**config.mk**
```make
export PLATFORM = sky130hd
export DESIGN_NAME = ex_mem_buffer
export DESIGN_NICKNAME = d
export VERILOG_FILES = /design/src/rtl/ex_mem_buffer_pkg.sv /design/src/rtl/ex_mem_entry.sv /design/src/rtl/ex_mem_buffer.sv
export SDC_FILE = /design/constraint.sdc
export NUM_CORES = 1
export LEC_CHECK = 0
export CORE_AREA = 2 2 194 196
export DETAILED_ROUTE_END_ITERATION = 16
export DIE_AREA = 0 0 196 198
export PLACE_DENSITY = 0.76
export SLEW_MARGIN = 20
export SYNTH_ARGS = -nofsm -noshare
export SYNTH_HDL_FRONTEND = slang
export SYNTH_HIERARCHICAL = 1
export SYNTH_SLANG_ARGS = --single-unit
export TNS_END_PERCENT = 100
```
**constraint.sdc**
```tcl
create_clock -name clk -period 4.4 [get_ports clk]
set_input_delay 1.1 -clock clk [delete_from_list [all_inputs] [get_ports clk]]
set_output_delay 1.1 -clock clk [all_outputs]
set_load 0.01 [all_outputs]
```
**src/rtl/ex_mem_buffer_pkg.sv**
```systemverilog
// Shared types and field positions for the EX/MEM pipeline buffer.
// Control vector layout (bit 6..0):
//   {reg_write, mem_to_reg, mem_read, mem_write, branch, uncond_branch, flag_unused}
package ex_mem_buffer_pkg;

    localparam int unsigned WORD_W = 64;
    localparam int unsigned CTRL_W = 7;
    localparam int unsigned REG_W  = 5;

    // Control bit positions consumed inside the buffer
    localparam int unsigned CTRL_BRANCH = 2;
    localparam int unsigned CTRL_UNCOND = 1;

    // Occupancy states; encoding equals the number of held entries
    typedef enum logic [1:0] {
        ST_EMPTY = 2'd0,
        ST_ONE   = 2'd1,
        ST_FULL  = 2'd2
    } occ_state_e;

    // One buffered execute-stage result
    typedef struct packed {
        logic [WORD_W-1:0] alu_result;
        logic              zero;
        logic [WORD_W-1:0] write_data;
        logic [WORD_W-1:0] branch_target;
        logic [CTRL_W-1:0] ctrl;
        logic [REG_W-1:0]  write_reg;
    } entry_t;

endpackage

```
**src/rtl/ex_mem_entry.sv**
```systemverilog
// Load-enabled register holding one EX/MEM entry.
// Ports: clk, reset (sync, active-high), i_clear (sync clear), i_load, i_d -> o_q.
module ex_mem_entry
    import ex_mem_buffer_pkg::*;
(
    input  logic   clk,
    input  logic   reset,
    input  logic   i_clear,
    input  logic   i_load,
    input  entry_t i_d,
    output entry_t o_q
);

    entry_t r_q;

    // Clear wins over load so a flushed slot never holds stale data
    always_ff @(posedge clk) begin
        if (reset || i_clear) begin
            r_q <= '0;
        end else if (i_load) begin
            r_q <= i_d;
        end
    end

    assign o_q = r_q;

endmodule

```
**src/rtl/ex_mem_buffer.sv**
```systemverilog
// Two-entry EX/MEM pipeline buffer with valid/ready handshakes on both sides.
// Ports: clk, reset (sync, active-high); execute side in_valid/in_ready plus
// alu_result, zero, write_data, branch_target, ctrl_in, write_reg_in; flush;
// memory side out_valid/out_ready plus out_* head fields, pc_src, occupancy.
module ex_mem_buffer
    import ex_mem_buffer_pkg::*;
#(
    parameter int unsigned DEPTH = 2
)
(
    input  logic              clk,
    input  logic              reset,
    input  logic              in_valid,
    output logic              in_ready,
    input  logic [WORD_W-1:0] alu_result,
    input  logic              zero,
    input  logic [WORD_W-1:0] write_data,
    input  logic [WORD_W-1:0] branch_target,
    input  logic [CTRL_W-1:0] ctrl_in,
    input  logic [REG_W-1:0]  write_reg_in,
    input  logic              flush,
    output logic              out_valid,
    input  logic              out_ready,
    output logic [WORD_W-1:0] out_alu_result,
    output logic [WORD_W-1:0] out_write_data,
    output logic [WORD_W-1:0] out_branch_target,
    output logic [CTRL_W-1:0] out_ctrl,
    output logic [REG_W-1:0]  out_write_reg,
    output logic              pc_src,
    output logic [1:0]        occupancy
);

    occ_state_e r_state;
    occ_state_e w_state_nxt;
    logic       r_out_valid;
    logic       r_in_ready;

    logic       w_push;
    logic       w_pop;
    logic       w_load0;
    logic       w_load1;
    logic       w_sel_in0;
    logic       w_clear;

    entry_t     w_in_entry;
    entry_t     w_d0;
    entry_t     w_head;
    entry_t     w_tail;

    assign w_in_entry = '{
        alu_result:    alu_result,
        zero:          zero,
        write_data:    write_data,
        branch_target: branch_target,
        ctrl:          ctrl_in,
        write_reg:     write_reg_in
    };

    assign w_push = in_valid && r_in_ready;
    assign w_pop  = r_out_valid && out_ready;

    // State register; handshake flags are registered from the next state so
    // in_ready has no combinational path from out_ready
    always_ff @(posedge clk) begin
        if (reset) begin
            r_state     <= ST_EMPTY;
            r_out_valid <= 1'b0;
            r_in_ready  <= 1'b1;
        end else begin
            r_state     <= w_state_nxt;
            r_out_valid <= (w_state_nxt != ST_EMPTY);
            r_in_ready  <= (2'(w_state_nxt) < 2'(DEPTH));
        end
    end

    // Next state and slot control; pop is applied before push
    always_comb begin
        w_state_nxt = r_state;
        w_load0     = 1'b0;
        w_load1     = 1'b0;
        w_sel_in0   = 1'b1;
        w_clear     = 1'b0;
        if (flush) begin
            w_state_nxt = ST_EMPTY;
            w_clear     = 1'b1;
        end else begin
            unique case (r_state)
                ST_EMPTY: begin
                    if (w_push) begin
                        w_state_nxt = ST_ONE;
                        w_load0     = 1'b1;
                    end
                end
                ST_ONE: begin
                    if (w_push && w_pop) begin
                        w_load0 = 1'b1;
                    end else if (w_push) begin
                        w_state_nxt = ST_FULL;
                        w_load1     = 1'b1;
                    end else if (w_pop) begin
                        w_state_nxt = ST_EMPTY;
                    end
                end
                ST_FULL: begin
                    // No push possible here: in_ready is low
                    if (w_pop) begin
                        w_state_nxt = ST_ONE;
                        w_load0     = 1'b1;
                        w_sel_in0   = 1'b0;
                    end
                end
                default: begin
                    w_state_nxt = ST_EMPTY;
                    w_clear     = 1'b1;
                end
            endcase
        end
    end

    // Head slot takes the new entry or the advancing tail entry
    assign w_d0 = w_sel_in0 ? w_in_entry : w_tail;

    ex_mem_entry u_head (
        .clk     (clk),
        .reset   (reset),
        .i_clear (w_clear),
        .i_load  (w_load0),
        .i_d     (w_d0),
        .o_q     (w_head)
    );

    ex_mem_entry u_tail (
        .clk     (clk),
        .reset   (reset),
        .i_clear (w_clear),
        .i_load  (w_load1),
        .i_d     (w_in_entry),
        .o_q     (w_tail)
    );

    assign in_ready          = r_in_ready;
    assign out_valid         = r_out_valid;
    assign occupancy         = 2'(r_state);
    assign out_alu_result    = w_head.alu_result;
    assign out_write_data    = w_head.write_data;
    assign out_branch_target = w_head.branch_target;
    assign out_ctrl          = w_head.ctrl;
    assign out_write_reg     = w_head.write_reg;

    // Branch decision from the captured head fields
    assign pc_src = r_out_valid &&
                    (w_head.ctrl[CTRL_UNCOND] || (w_head.ctrl[CTRL_BRANCH] && w_head.zero));

endmodule

```
Word level (Yosys, flattened, before mapping)
Index checks and enable logic that the tools add are counted.
{"block": "classes", "eq_ne": 2, "reduce_logical": 10, "muxes": 21, "n_lt_le_gt_ge": 1}
{"cell": "$mux W205", "count": 1}
{"cell": "$mux W1", "count": 12}
{"cell": "$mux W2", "count": 6}
{"cell": "$pmux W2 S3", "count": 1}
{"cell": "$logic_and A1 B1 Y1", "count": 5}
{"cell": "$pmux W1 S3", "count": 1}
{"cell": "$reduce_or A3 Y1", "count": 1}
{"cell": "$eq A2 B1 Y1 const B", "count": 1}
{"cell": "$eq A2 B2 Y1 const B", "count": 1}
{"cell": "$logic_not A2 Y1", "count": 1}
{"cell": "$logic_or A1 B1 Y1", "count": 2}
{"cell": "$lt A2 B2 Y1 const B", "count": 1}
{"cell": "$reduce_bool A2 Y1", "count": 1}
{"block": "word_totals", "regBits": 414, "elab_cells": 49, "input_bits": 210}

Longest topological paths before layout
Gate-level depths: netlist of the first run.
{"block": "depth", "ltp_word": 7, "ltp_mapped": 8, "mapped_depth_nobuf": 5}

Hierarchy
The synthesis of the first run kept the hierarchy.
{"module": "ex_mem_entry", "instances": 2, "seq_area_each_um2": 4103.9, "area_each_um2": 7374.6, "cells_each": 662}
{"module": "ex_mem_buffer", "instances": 1, "seq_area_each_um2": 80.1, "area_each_um2": 2693.8, "cells_each": 254}

Least setup slack after synthesis of the first run
No wires, ideal clock.
{"block": "synth_path", "path_type": "input to register", "startpoint": "in out_ready", "endpoint": "reg u_head.r_q, in the netlist u_head/o_q[100]", "arrival_ns": 2.444, "slack_ns": 1.841, "cell_stages": 8, "path_cell_list": "nand2_1 or3_1 a21oi_1 buf_2 buf_6 buf_6 mux2i_1 nor2_1"}
{"block": "synth_between", "elab_chain_cells": 5, "elab_cells_between_ends": 10, "classes_between": "mux (8); reduce/logical (2)"}
{"item": "start, declared", "line": "ex_mem_buffer.sv:23", "source": "input logic out_ready,"}
{"item": "$logic_and A1 B1 Y1 (*)", "line": "ex_mem_buffer.sv:60", "source": "assign w_pop = r_out_valid && out_ready;"}
{"item": "$logic_and A1 B1 Y1", "line": "ex_mem_buffer.sv:95", "source": "if (w_push && w_pop) begin"}
{"item": "$mux W1", "line": "ex_mem_buffer.sv:95"}
{"item": "$pmux W1 S3 (*)", "line": "ex_mem_buffer.sv:87", "source": "unique case (r_state)"}
{"item": "$mux W1 (*)", "line": "ex_mem_buffer.sv:83", "source": "if (flush) begin"}
{"item": "via w_load0", "line": "ex_mem_buffer.sv:40", "source": "logic w_load0;"}
{"item": "end signal, assigned", "line": "ex_mem_entry.sv:21", "source": "r_q <= i_d;"}
{"item": "end, declared", "line": "ex_mem_entry.sv:14", "source": "entry_t r_q;"}
Mark *: on every way through the listed nets, which the timed path passes. The rest lies on a longest branch.
A chain may end at the register's enable or synchronous reset.

Worst setup path after layout of the first run
{"block": "layout_path", "startpoint": "in out_ready", "endpoint": "reg u_head.r_q, in the netlist u_head/o_q[197]"}
The elaborated chain is that of the path after synthesis.

==> impl_results.md, run 1 <==
- Routed vias: 12,534
- Crit Path Class: input port to flop
- Die Span X: 196 um
- Fillers: 2,997
- CP required: 4820 ps
- Final worst hold slack: 489 ps
- Unrepaired setup endpoints after global routing: false
- First-pass GRT wire length: 68,100 um
- Num CTS Buffers: 45
- Post-DP HPWL: 28,500 um
- FMAX: 324 MHz
- Tmin final: 3090 ps
- Residual DRC: 0
- DRT Wirelength: 43,800 um
- GPL Wtd Cong: 0.754
- Max-Cap Viols: 0
- # setup viols final: 0
- Layout cells sized above 1: 15.2%
- Wire length per cell: 17.8 um
- Drt initial violations: 460
- Worst slew pin tran: 804 ps
- Final Hold Violating Endpoints: 0
- # clock sinks: 414
- Skew final: 10.3 ps
- Yosys warning count: 6
- Die area: 0.0388 mm2
- Die height: 198 um
- Initial Util: 47.2%
- Crit-path cells: clkdlybuf4s50_1 > nand2_1 > or3_1 > a21oi_4 > buf_12 > buf_4 > mux2i_1 > nor2_1
- Worst Path Arrival: 3510 ps
- Peak VDD IR: 0.000309 V
- Min-Delay Path Class: flop to flop
- TritonCTS clock tree: yes
- Hold_buf cts: 0
- Worst path max stage delay: 480 ps
- Leak Pwr: 7.87 nW
- Gates resized, CTS repair: 0
- GRT overflow: 0
- Net Count, Synth: 1,788
- # nets final: 2,163
- IO Count: 419
- Clock slew at reported path FFs: 60 ps
- Number of global-route vias before repair: 12,736
- Crit share post-route: 70.1%
- CTS max path bufs: 3
- Power Total: 8.33 mW
- Area growth, synth to finish: 31.8%
- Synthesis-stage register bit count: 414
- Mapped Cells: 1,578
- Worst Path Max Fanout: 48
- Clock Latency Late Sink: 550 ps
- Slew Limit Headroom: 46.4%
- Global-route usage over all layers: 21.8%
- Max H-tree Level: 2
- Slew Viols, Final: 0
- Avg Cell Area, Syn: 11.1 um2
- Routed vias/inst: 5.08
- Post-layout util: 62.2%
- Buffers on Ports: 418
- Yosys cell types: 27
- Initial antenna violation count: 5
- Remaining antenna violation count after routing: 0
- Crit. End Element: flop
- Post-CTS Setup Inserts: 0
- Core Area: 0.0370 mm2
- Pin count of the biggest net entering global routing: 116
- Crit path launch type: input port
- Synth Cell Area: 0.0174 mm2
- Post-route setup TNS: 0 ps
- Status: finished, final reports clean
- Slowest cell on the critical path: clkdlybuf4s50_1
- Seq/Total Area, Yosys: 47.5%
- Fin area: 0.0230 mm2
- Drt first pass iters: 5
- Power Dens Cells: 362 mW/mm2
- Placed Area: 0.0215 mm2
- Rows: 71
- CTS root buffer: clkbuf_16
-- logic make-up after synthesis --
group                  count (synthesis)  synth area share, %
and+or+nand+nor                      428                 9.52
DFF                                  414                 47.5
AOI/OAI and AO/OA                      7                0.280
muxes                                615                 36.8
buffers and inverters                114                 5.93
-- cell usage in the layout (no fill, tap or decap), types with 2 or more instances in the layout --
master           instances
buf_12                  11
buf_4                   13
bufinv_16                3
clkbuf_1                13
clkbuf_16               45
clkbuf_8                10
clkdlybuf4s50_1        418
clkinv_2                 7
clkinvlp_4               2
dfxtp_1                414
diode_2                  6
mux2_2                 205
mux2i_1                410
nand2_1                  4
nor2_1                 411
or2_4                    2
-- where the power goes --
group / total (mW) / internal (mW) / switching, mW
Clock: 3.70 / 2.23 / 1.48
Combinational: 0.795 / 0.457 / 0.338
Sequential: 3.84 / 3.80 / 0.0316
-- final timing paths --
path                                startpoint               to  slack, ps  depth (start not counted)
worst min-delay path            u_tail/o_q[84]   u_tail/o_q[84]        490                          2
worst min register to register  u_tail/o_q[84]   u_tail/o_q[84]        490                          2
worst max-delay path                 out_ready  u_head/o_q[197]       1310                          8
worst max register to register       out_valid  u_head/o_q[197]       1880                          7
-- sequential cells by signal (all words and copies together), names as in the netlist --
| name | count |
|---|---|
| u_head/o_q | 205 |
| u_tail/o_q | 205 |
| occupancy | 2 |
| in_ready | 1 |
| out_valid | 1 |
-- cell type report --
type | instances | area (um2) | share of cell area (%)
multi-input combinational | 1050 | 8140 | 35.4
clock inverter | 12 | 140 | 0.609
tap | 474 | 593 | 2.58
antenna | 6 | 15.0 | 0.0653
clock buffer | 68 | 1310 | 5.71
sequential | 414 | 8290 | 36.0
timing repair buffer | 442 | 4500 | 19.6
-- critical path, delay by kind of cell --
kind | cells | cell delay, ps
compound gates | 1 | 200
buf+inv | 3 | 1190
mux | 1 | 250
simple gates | 3 | 710
-- synthesized netlist by cell type, drive strengths merged --
cell type  count  share of area (%)
mux2         205                 13
nor4           1              0.036
a221o          1              0.057
o211ai         1              0.043
nor2         411                8.8
and2b          1              0.043
o21ai          1              0.029
nand2b         1              0.036
nor4bb         1              0.057
buf          104                5.7
a31oi          1              0.036
or3            1              0.036
mux2i        410                 24
nand2          4              0.086
dfxtp        414                 48
and4           1              0.050
a21oi          2              0.057
nor3b          2               0.15
o211a          1              0.057
and3           1              0.036
nor2b          1              0.036
clkbuf        10               0.22
nand4          1              0.036
or2            2              0.072
-- stage by stage --
stage / setup WS (ps) / cells
3_3_place_gp: 846 / 2380
4_1_cts: 1370 / 2460
2_1_floorplan: 1840 / 1578
5_1_grt: 1200 / 2463
6_report: 1310 / 2466
3_5_place_dp: 778 / 2380
-- per-layer routing --
layer | share of wire, % | wire length (um) | up-vias | track usage, %
met5 | 0 | 0 | - | 0
met4 | 4.0 | 1740 | 0 | 9.40
met3 | 6.3 | 2770 | 99 | 6.13
met2 | 47 | 20800 | 322 | 36.0
met1 | 42 | 18500 | 5999 | 26.6
li1 | - | - | 6114 | -
(Power assumes the default switching activity.)
==> run 2: changes to the inputs <==
CORE_AREA = 2 2 200 202   (was 2 2 194 196)
DIE_AREA = 0 0 202 204   (was 0 0 196 198)
PLACE_DENSITY = 0.75   (was 0.76)
clock period = 2.64 ns   (was 4.4 ns; I/O delays follow)
==> impl_results.md, run 2 (synthesized netlist as in run 1, its figures left out) <==
- Die area: 0.0412 mm2 (+6.2%)
- Multi-input logic area: 0.00814 mm2 (unchanged)
- Max H-tree Level: 2 (unchanged)
- FMAX: 419 MHz
- Clock Latency Late Sink: 570 ps (+20 ps)
- NetSw: 3.13 mW (+69%)
- Layout cells sized above 1: 17.0% (+1.8 points)
- Num CTS Buffers: 45 (unchanged)
- Status: finished, final reports clean
- IO Count: 419 (unchanged)
- Post-CTS Setup Inserts: 0 (unchanged)
- Initial Util: 44.5% (-2.7 points)
- Gates resized, CTS repair: 0 (unchanged)
- Comb pwr share: 10.2% (+0.7 points)
- Routed vias: 12,815 (+2.2%)
- Commonest non-fill, non-tap cell in the layout: clkdlybuf4s50_1
- Die Span X: 202 um (+3.1%)
- First-pass GRT wire length: 71,700 um (+5.4%)
- Power Dens Cells: 583 mW/mm2 (+61%)
- Routed vias/inst: 5.01 (-1.4%)
- GPL Wtd Cong: 0.775 (+2.7%)
- CP required: 1980 ps (-2840 ps)
- Hold_buf cts: 0 (unchanged)
- GRT overflow: 0 (unchanged)
- DRT Wirelength: 45,900 um (+4.8%)
- Crit path launch type: flop
- Post-DP HPWL: 31,800 um (+11%)
- Skew final: 16.7 ps (+6.41 ps)
- Leak Pwr: 8.19 nW (+4.1%)
- Tmin final: 2390 ps
- Wire length per cell: 18.0 um (+1.0%)
- Min-Delay Path Class: flop to flop
- Rows: 73 (+2.8%)
- Drt first pass iters: 4 (-1)
- Residual DRC: 0 (unchanged)
- Number of global-route vias before repair: 13,006 (+2.1%)
- Pin count of the biggest net entering global routing: 86 (-26%)
- FF/Latch Area: 0.00829 mm2 (unchanged)
- CTS max path bufs: 3 (unchanged)
- Crit share post-route: 90.4%
- Clock share of power: 43.5% (-0.9 points)
- Peak VDD IR: 0.000525 V (+70%)
- CTS root buffer: clkbuf_16
- Slew Limit Headroom: 68.9% (+22 points)
- TritonCTS clock tree: yes
- Post-layout util: 60.6% (-1.7 points)
- Power Total: 13.8 mW (+66%)
- Non-filler instance count after layout: 2,558 (+3.7%)
- Remaining antenna violation count after routing: 0 (unchanged)
- Fillers: 3,141 (+4.8%)
- Buffers on Ports: 418 (unchanged)
- Worst slew pin tran: 467 ps (-337 ps)
- Max-Cap Viols: 0 (unchanged)
- Post-route setup TNS: 0 ps (unchanged)
- Final Hold Violating Endpoints: 0 (unchanged)
- Drt initial violations: 502 (+9.1%)
- Die height: 204 um (+3.0%)
- Sw Share: 22.6% (+0.46 points)
- Seq pwr share: 46.3% (+0.3 points)
- Unrepaired setup endpoints after global routing: false
- Worst Path Arrival: 1730 ps (-1780 ps)
- Global-route usage over all layers: 21.7% (-0.057 points)
- Clock slew at reported path FFs: 60 ps (about the same)
- Core Area: 0.0392 mm2 (+6.0%)
- Area growth, synth to finish: 36.0%
- Initial antenna violation count: 5 (unchanged)
- Slew Viols, Final: 0 (unchanged)
- Worst Path Max Fanout: 3 (-94%)
- Crit. End Element: output port
- # nets final: 2,209 (+2.1%)
- Crit Path Class: flop to output port
- # clock sinks: 414 (unchanged)
- Int Pwr: 10.7 mW (+65%)
- # setup viols final: 0 (unchanged)
- Placed cell count: 2,477 (+4.1%)
- Commonest cells after routing, fill and taps aside: clkdlybuf4s50_1, dfxtp_1, nor2_1
==> run 2: power by group through the flow <==
stage / combinational (mW) / clock, mW / sequential (mW)
after CTS: 1.43 / 6.15 / 6.39
after global routing: 1.51 / 6.41 / 6.40
after detailed placement: 1.42 / 0 / 6.53
after global placement: 1.39 / 0 / 6.53
after floorplan: 0.714 / 0 / 6.56
final: 1.42 / 6.01 / 6.40
==> run 2: metal layers <==
| metal | share of wire (%) | vias to the layer above | GRT usage (%) |
|---|---|---|---|
| li1 | - | 6212 | - |
| met1 | 42 | 6163 | 26.7 |
| met2 | 48 | 338 | 36.0 |
| met3 | 6.0 | 100 | 5.71 |
| met4 | 3.6 | 2 | 9.19 |
| met5 | 0.028 | - | 0 |
==> run 2: worst paths after layout <==
| check | startpoint | end | slack [ps] | depth (start not counted) |
|---|---|---|---|---|
| max | u_head/o_q[7] | pc_src | 250 | 3 |
| min | u_head/o_q[133] | u_head/o_q[133] | 490 | 2 |
| max reg2reg | occupancy[1] | u_head/o_q[97] | 430 | 7 |
| min reg2reg | u_head/o_q[133] | u_head/o_q[133] | 490 | 2 |
==> run 2: area by class of cell <==
type                    instances  area share (%)
diodes                          4          0.0422
clock buffers                  69            5.73
clock inverters                 8           0.200
multi-input cells            1050            34.3
flip-flops and latches        414            34.9
well taps                     525            2.77
repair buffers                488            22.0
==> run 2: metrics by stage <==
stage / setup slack (ps) / instance area [um2] / hold WS, ps
3_3_place_gp: -56.0 / 22300 / 465
4_1_cts: 227 / 23700 / 489
5_1_grt: 207 / 23700 / 510
3_5_place_dp: -138 / 22300 / 476
2_1_floorplan: 521 / 17400 / 454
6_report: 255 / 23700 / 487
==> run 2: worst max-delay path: stages, from the launching register on <==
cell	delay [ps]
dfxtp_1	320
a21oi_1	280
nor2b_1	80
clkdlybuf4s50_1	480
==> run 3: changes to the inputs <==
CORE_AREA = 10 10 208 210   (was 2 2 200 202)
DIE_AREA = 0 0 218 220   (was 0 0 202 204)
RECOVER_POWER = 25   (was not set)
==> impl_results.md, run 3 (synthesized netlist as in run 1, its figures left out) <==
- # clock sinks: 414 (unchanged)
- Post-DP HPWL: 35,200 um (+11%)
- Post-layout util: 60.4% (-0.16 points)
- Buffers on Ports: 418 (unchanged)
- Crit path launch type: flop
- Crit share post-route: 94.3% (+4.0 points)
- Max-Cap Viols: 0 (unchanged)
- Slew Limit Headroom: 70.7% (+1.8 points)
- Final worst hold slack: 485 ps (-1.84 ps)
- Worst Path Max Fanout: 4 (+1)
- Routed vias/inst: 4.97 (-0.78%)
- CP required: 1980 ps (about the same)
- Crit Path Class: flop to output port
- Min-Delay Path Class: flop to flop
- Clock slew at reported path FFs: 60 ps (about the same)
- TritonCTS clock tree: yes
- Initial antenna violation count: 7 (+2)
- # nets final: 2,210 (+0.045%)
- Hold_buf cts: 0 (unchanged)
- Routed vias: 12,730 (-0.66%)
- NetSw: 3.11 mW (-0.44%)
- FMAX: 402 MHz (-4.2%)
- Number of global-route vias before repair: 12,870 (-1.0%)
- Status: finished, final reports clean
- Global-route usage over all layers: 19.3% (-2.4 points)
- Gates resized, CTS repair: 0 (unchanged)
- Max H-tree Level: 2 (unchanged)
- Slew Viols, Final: 0 (unchanged)
- Worst slew pin tran: 440 ps (-26.5 ps)
- Leak Pwr: 8.46 nW (+3.3%)
- # setup viols final: 0 (unchanged)
- Die area: 0.0480 mm2 (+16%)
- Unrepaired setup endpoints after global routing: false
- Drt initial violations: 575 (+15%)
- CTS max path bufs: 3 (unchanged)
- Core Area: 0.0393 mm2 (+0.23%)
- Rows: 73 (unchanged)
- Tmin final: 2490 ps (+105 ps)
- Initial Util: 44.4% (-0.10 points)
- Power Dens Cells: 598 mW/mm2 (+2.6%)
- Die height: 220 um (+7.8%)
- GPL Wtd Cong: 0.802 (+3.5%)
- Drt first pass iters: 5 (+1)
- GRT overflow: 0 (unchanged)
- Crit. End Element: output port
- Commonest non-fill, non-tap cell in the layout: dfxtp_1
- Wire length per cell: 19.0 um (+5.9%)
- Clock Latency Late Sink: 550 ps (-20 ps)
- Peak VDD IR: 0.000536 V (+2.1%)
- Clock share of power: 44.9% (+1.4 points)
- CTS root buffer: clkbuf_16
- Skew final: 14.6 ps (-2.15 ps)
- DRT Wirelength: 48,700 um (+6.0%)
- Residual DRC: 0 (unchanged)
- Post-CTS Setup Inserts: 0 (unchanged)
- Int Pwr: 11.1 mW (+3.4%)
- First-pass GRT wire length: 73,700 um (+2.8%)
- Comb pwr share: 10.0% (-0.2 points)
- Worst Path Arrival: 1830 ps (+100 ps)
- Seq pwr share: 45.1% (-1.2 points)
- Pin count of the biggest net entering global routing: 69 (-20%)
- IO Count: 419 (unchanged)
- Post-route setup TNS: 0 ps (unchanged)
- Remaining antenna violation count after routing: 0 (unchanged)
- Final Hold Violating Endpoints: 0 (unchanged)
- Layout cells sized above 1: 16.9% (-0.066 points)
- Num CTS Buffers: 44 (-2.2%)
- Area growth, synth to finish: 36.0% (about the same)
- Commonest cells after routing, fill and taps aside: dfxtp_1, nor2_1, mux2i_1
- Sw Share: 22.0% (-0.66 points)
- Die Span X: 218 um (+7.9%)
## run 3: cell types whose count changed in the layout (fill, tap and decap cells not counted), sizes merged
cell           before  now
clkinvlp            0    1
bufinv              0    6
dlygate4sd3         0   80
buf                70   67
clkdlybuf4s50     418  338
inv                 2    0
diode               4    5
## run 3: layout make-up
cell class,instances,area [um2]
fill,3218,15600
sequential,414,8290
timing repair buffer,490,5140
clock inverter,13,218
tap,525,657
antenna,5,12.5
multi-input combinational,1050,8140
clock buffer,64,1270
## run 3: per-stage QoR
| stage | setup WS, ps | area, um2 | power, mW | cells |
|---|---|---|---|---|
| floorplan | 521 | 17400 | 7.27 | 1578 |
| global route | 60.0 | 23700 | 14.7 | 2561 |
| finish | 150 | 23700 | 14.2 | 2561 |
| detailed placement | -167 | 22300 | 7.97 | 2479 |
| CTS | 80.2 | 23700 | 14.4 | 2556 |
| global placement | -85.9 | 22300 | 7.95 | 2479 |
## run 3: power groups by stage
stage	Clock [mW]	Combinational (mW)	Sequential [mW]
after floorplan	0	0.714	6.56
after global placement	0	1.41	6.53
after detailed placement	0	1.43	6.54
after CTS	6.53	1.44	6.40
after global routing	6.78	1.51	6.40
final	6.36	1.42	6.40
## run 3: path summary, 6_finish.rpt
| path | to | depth (start not counted) | slack, ps | from |
|---|---|---|---|---|
| max | pc_src | 2 | 150 | out_valid |
| min | u_tail/o_q[83] | 2 | 490 | u_tail/o_q[83] |
| max reg2reg | u_head/o_q[49] | 7 | 470 | occupancy[1] |
| min reg2reg | u_tail/o_q[83] | 2 | 490 | u_tail/o_q[83] |
## run 3: critical path, stage by stage (launching register included)
cell and delay, ps:
dfxtp_1 420, nor2b_1 270, clkdlybuf4s50_1 590
## run 3: per-layer routing
metal  vias up  share of wire (%)  track usage (%)
li1       6229                  -                -
met5         -              0.027                0
met2       305                 50             32.7
met1      6116                 41             22.9
met4         2                2.6             7.48
met3        78                6.1             5.03
==> edit 1: new RTL, flow settings as in run 3 <==
Reset style: asynchronous (`reset`), changed in one clocked block.
--- a/src/rtl/ex_mem_buffer.sv
+++ b/src/rtl/ex_mem_buffer.sv
@@ -63,3 +63,3 @@
     // in_ready has no combinational path from out_ready
-    always_ff @(posedge clk) begin
+    always_ff @(posedge clk or posedge reset) begin
         if (reset) begin
Behaviour: differs if reset is asserted again (counterexample within 4 cycles, from zero or initial values and one cycle with reset high); with reset held inactive, the same outputs for 4 cycles.
==> edit 1 against run 3 <==
Total power rose by 3.7%; die area did not move; setup slack improved by 0.057 ns; wire length rose by 0.81%; critical endpoint is now occupancy[0]; highest routed layer unchanged; area after synthesis barely moved; sequential cell count did not move; utilization rose by 0.057 points; design area barely moved; register-to-register slack got worse by 0.07 ns; largest cell class unchanged.
==> edit 1: results <==
metrics = {
    "place": {
        "pre_cts_ws_ns": -0.133,
        "dpl_cell_area_um2": 22300,
        "globalplace.congestion": 0.811,
        "place_inst": 2480,
        "io_buffer_count": 418,
        "dp_hpwl_mm": 35.3,
    },
    "global_route": {
        "grt_start_max_net_pins": 80,
        "grt_pass1_vias": 13300,
        "antenna_found_initial": 4,
        "grt_pass1_wl_mm": 75.7,
        "track_usage_pct": 19.8,
    },
    "layout": {
        "stdcell_count": 2566,
        "layout.nets": 2212,
        "fill_cells": 3287,
        "drive_gt1_share_pct": 12.1,
    },
    "pwr": {
        "power.internal_w": 0.0113,
        "ir_worst_vdd_mv": 0.468,
        "leakage_nw": 8.24,
    },
    "drt": {
        "first_iter_violations": 615,
        "wl_per_cell_um": 19.1,
        "route.detailed.drc": 0,
        "first_pass_iters": 5,
        "via_per_inst": 4.95,
    },
    "synth": {
        "syn_inst": 1578,
        "synthFlopType": "dfxtp_1",
        "yosysMostFrequentCell": "nor2_1",
        "async_flop_share_pct": 0.966,
        "yosysUniqueCellTypes": 28,
        "ys_top_cells_by_area": "dfxtp_1 47%, mux2i_1 24%, nor2_1 8.9%",
        "seq_area_frac_synth_pct": 47.6,
        "synthTopCellsByCount": "412 x nor2_1, 411 x mux2i_1, 410 x dfxtp_1",
        "yosysWarnings": 6,
        "synth_nets": 1788,
    },
    "worst_setup_path": {
        "max_stage_delay_ns": 0.68,
        "cp_top_family": "buffers and inverters",
        "cp_slowest_cell": "clkdlybuf4s50_1",
        "path_max_fanout": 9,
    },
    "worst_hold_path": {
        "holdCritPathClass": "in2async",
    },
    "sta": {
        "slew_headroom_pct": 67.7,
        "skew_ns": 0.0158,
    },
    "clocking": {
        "post_cts_buffers": 0,
        "numCtsBuffers": 45,
        "clk_path_buf_depth": 3,
        "clk_latency_ns": 0.56,
        "cts_root_buffer": "clkbuf_16",
        "cts_resized": 0,
        "clk_pin_slew_worst_paths_ns": 0.05,
        "cts.htree.levels": 2,
    },
    "status": {
        "outcome": "finished clean",
    },
}
==> edit 1: changes by cell type after synthesis, sizes merged, moves of 2 or more <==
cell / delta
nand3: +2
nand2: -3
clkbuf: +2
dfrtp: +3
nor3b: -2
dfxtp: -4
==> edit 1: per-stage QoR <==
step,hold slack (ns),setup TNS (ns)
2_1_floorplan,0.425,0
3_3_place_gp,0.466,-0.461
3_5_place_dp,0.478,-12.02
4_1_cts,0.321,0
5_1_grt,0.496,0
6_report,0.478,0
==> edit 1: path summary, 6_finish.rpt <==
path | start | end | slack, ns | cells after the start
worst max-delay path | occupancy[0]$_DFF_PP0_ | occupancy[0] | 0.21 | 1
worst min-delay path | reset | occupancy[1]$_DFF_PP0_ | 0.48 | 2
worst max register to register | in_ready$_DFF_PP1_ | u_tail/o_q[165]$_SDFFE_PP0P_ | 0.40 | 7
worst min register to register | u_tail/o_q[175]$_SDFFE_PP0P_ | u_tail/o_q[175]$_SDFFE_PP0P_ | 0.49 | 2
max in group asynchronous | reset | in_ready$_DFF_PP1_ | 1.94 | 2
min in group clk | u_tail/o_q[175]$_SDFFE_PP0P_ | u_tail/o_q[175]$_SDFFE_PP0P_ | 0.49 | 2
==> edit 1: cell type report <==
| class | instances | area, um^2 | area share, % |
|---|---|---|---|
| clock buffer | 70 | 1390 | 5.87 |
| multi-input combinational | 1047 | 8120 | 34.2 |
| clock inverter | 14 | 156 | 0.659 |
| inverter | 1 | 3.75 | 0.0158 |
| timing repair buffer | 493 | 5100 | 21.5 |
| antenna | 2 | 5.00 | 0.0211 |
| sequential | 414 | 8310 | 35.0 |
| tap | 525 | 657 | 2.77 |
==> edit 1: per-layer routing <==
layer	global-route usage (%)	vias to the layer above	routed length, um
met3	5.18	75	3020
li1	-	6222	-
met1	22.5	6078	19500
met4	7.22	2	1300
met2	35.0	327	25300
met5	0	-	10
==> edit 1: worst register-to-register path: stages (launching register included) <==
cell	delay (ns)
dfstp_2	0.55
and3b_1	0.23
nand3_1	0.10
nor2_1	0.32
buf_12	0.20
clkbuf_1	0.41
mux2i_1	0.25
nor2_1	0.05
==> edit 1: kinds of logic (layout without fill, tap and decap cells) <==
family / Yosys count / in the layout / share of synthesized area [%]
AOI/OAI and AO/OA: 8 / 8 / 0.316
buffers and inverters: 117 / 578 / 5.87
DFF: 414 / 414 / 47.6
muxes: 616 / 616 / 36.8
other: 0 / 2 / 0
and+or+nand+nor: 423 / 423 / 9.37
==> edit 1: power by group through the flow <==
stage / Combinational [W] / Clock, W / Sequential, W
after floorplan: 0.00100 / 0 / 0.00662
final: 0.00180 / 0.00644 / 0.00646
after global routing: 0.00193 / 0.00687 / 0.00647
after CTS: 0.00184 / 0.00661 / 0.00646
after global placement: 0.00180 / 0 / 0.00659
after detailed placement: 0.00183 / 0 / 0.00660
==> edit 2: new RTL, flow settings as in run 3 <==
Without the edit above. Set the package constant `WORD_W` to 72 (it was 64).
--- a/src/rtl/ex_mem_buffer_pkg.sv
+++ b/src/rtl/ex_mem_buffer_pkg.sv
@@ -5,3 +5,3 @@
 
-    localparam int unsigned WORD_W = 64;
+    localparam int unsigned WORD_W = 72;
     localparam int unsigned CTRL_W = 7;
Ports: changed (6 resized); port bits go from 419 to 467. No check against the original RTL was run, so the function may have changed too.
==> edit 2 against run 3 <==
Non-clock buffer count increased by 58; wire length increased by 17%; design area increased by 11%; utilization increased by 6.8 points; area after synthesis increased by 14%; total power increased by 9.3%; sequential cell count increased by 48; setup slack improved by 0.068 ns; critical endpoint is now u_head/o_q[21]$_SDFFE_PP0P_.
==> edit 2: results <==
metrics = {
    "global_route": {
        "met2_usage_pct": 37.8,
        "grt_pass1_wl_mm": 87.1,
        "grt_start_max_net_pins": 91,
        "antenna_found_initial": 11,
        "grt_util_met3_pct": 5.27,
        "grt_pass1_vias": 14800,
    },
    "worst_hold_path": {
        "min_to": "u_head/o_q[137]$_SDFFE_PP0P_",
    },
    "status": {
        "outcome": "finished clean",
    },
    "drt": {
        "num_vias": 14400,
    },
    "layout": {
        "layout.nets": 2464,
        "diodes": 9,
        "seq_area_um2": 9250,
        "drive_gt1_share_pct": 17.1,
        "multi_input_area_um2": 9070,
        "clock_area_share_pct": 6.02,
        "nNonClkBuffers": 548,
    },
    "worst_setup_path": {
        "startpoint": "occupancy[1]$_SDFF_PP0_",
        "cp_data_arrival_time_ns": 2.88,
        "path_max_fanout": 24,
        "r2r-end": "u_head/o_q[21]$_SDFFE_PP0P_",
        "cp_top_family": "simple AND/OR/NAND/NOR gates",
    },
    "sta": {
        "skew_ns": 0.00820,
        "slew_headroom_pct": 60.3,
    },
    "place": {
        "globalplace.congestion": 0.813,
    },
    "synth": {
        "synth_nets": 1995,
        "seq_area_frac_synth_pct": 46.7,
        "yosysUniqueCellTypes": 29,
    },
    "pwr": {
        "power.internal_w": 0.0120,
        "powerClk_w": 0.00679,
        "leakage_nw": 9.64,
        "ir_worst_vdd_mv": 0.545,
    },
    "clocking": {
        "numCtsBuffers": 48,
        "clk_latency_ns": 0.57,
    },
}
-- edit 2: cell types whose count changed after synthesis, moves of 6 or more --
cell / delta
buf_6: -13
nor2_1: +48
clkbuf_1: -8
dfxtp_1: +48
mux2i_1: +48
buf_2: -14
buf_8: +40
mux2_2: +24
buf_4: +6
-- edit 2: cell families (layout without fill, tap and decap cells) --
kind of cell / count (synthesis) / after routing / share of synthesized area, %
AO/OA/AOI/OAI: 7 / 7 / 0.246
buffers and inverters: 129 / 633 / 7.63
flip-flops: 462 / 462 / 46.7
multiplexers: 687 / 687 / 36.1
other: 0 / 9 / 0
AND/OR/NAND/NOR: 476 / 476 / 9.32
-- edit 2: worst max-delay path by stage --
| stage | slack (ns) | endpoint | depth (start not counted) |
|---|---|---|---|
| after floorplan | 0.53 | u_head/o_q[100]$_SDFFE_PP0P_ | 8 |
| after global placement | -0.16 | u_tail/o_q[87]$_SDFFE_PP0P_ | 9 |
| after detailed placement | -0.21 | u_tail/o_q[213]$_SDFFE_PP0P_ | 9 |
| after CTS | 0.24 | pc_src | 3 |
| after global routing | 0.11 | u_head/o_q[23]$_SDFFE_PP0P_ | 7 |
| final | 0.22 | u_head/o_q[21]$_SDFFE_PP0P_ | 7 |
-- edit 2: metrics by stage --
stage,instances,setup slack [ns],util (%),cell area (um^2),hold slack (ns)
3_3_place_gp,2705,-0.162,63.2,24800,0.465
6_report,2799,0.217,67.2,26400,0.481
3_5_place_dp,2705,-0.213,63.2,24800,0.477
5_1_grt,2798,0.111,67.2,26400,0.508
2_1_floorplan,1761,0.532,-,19800,0.454
4_1_cts,2790,0.237,67.2,26400,0.491
-- edit 2: layer usage --
metal  wire [um]  vias up
met3        3620       81
met1       24200     6983
met5          32        -
met2       27700      413
met4        1340        4
li1            -     6948
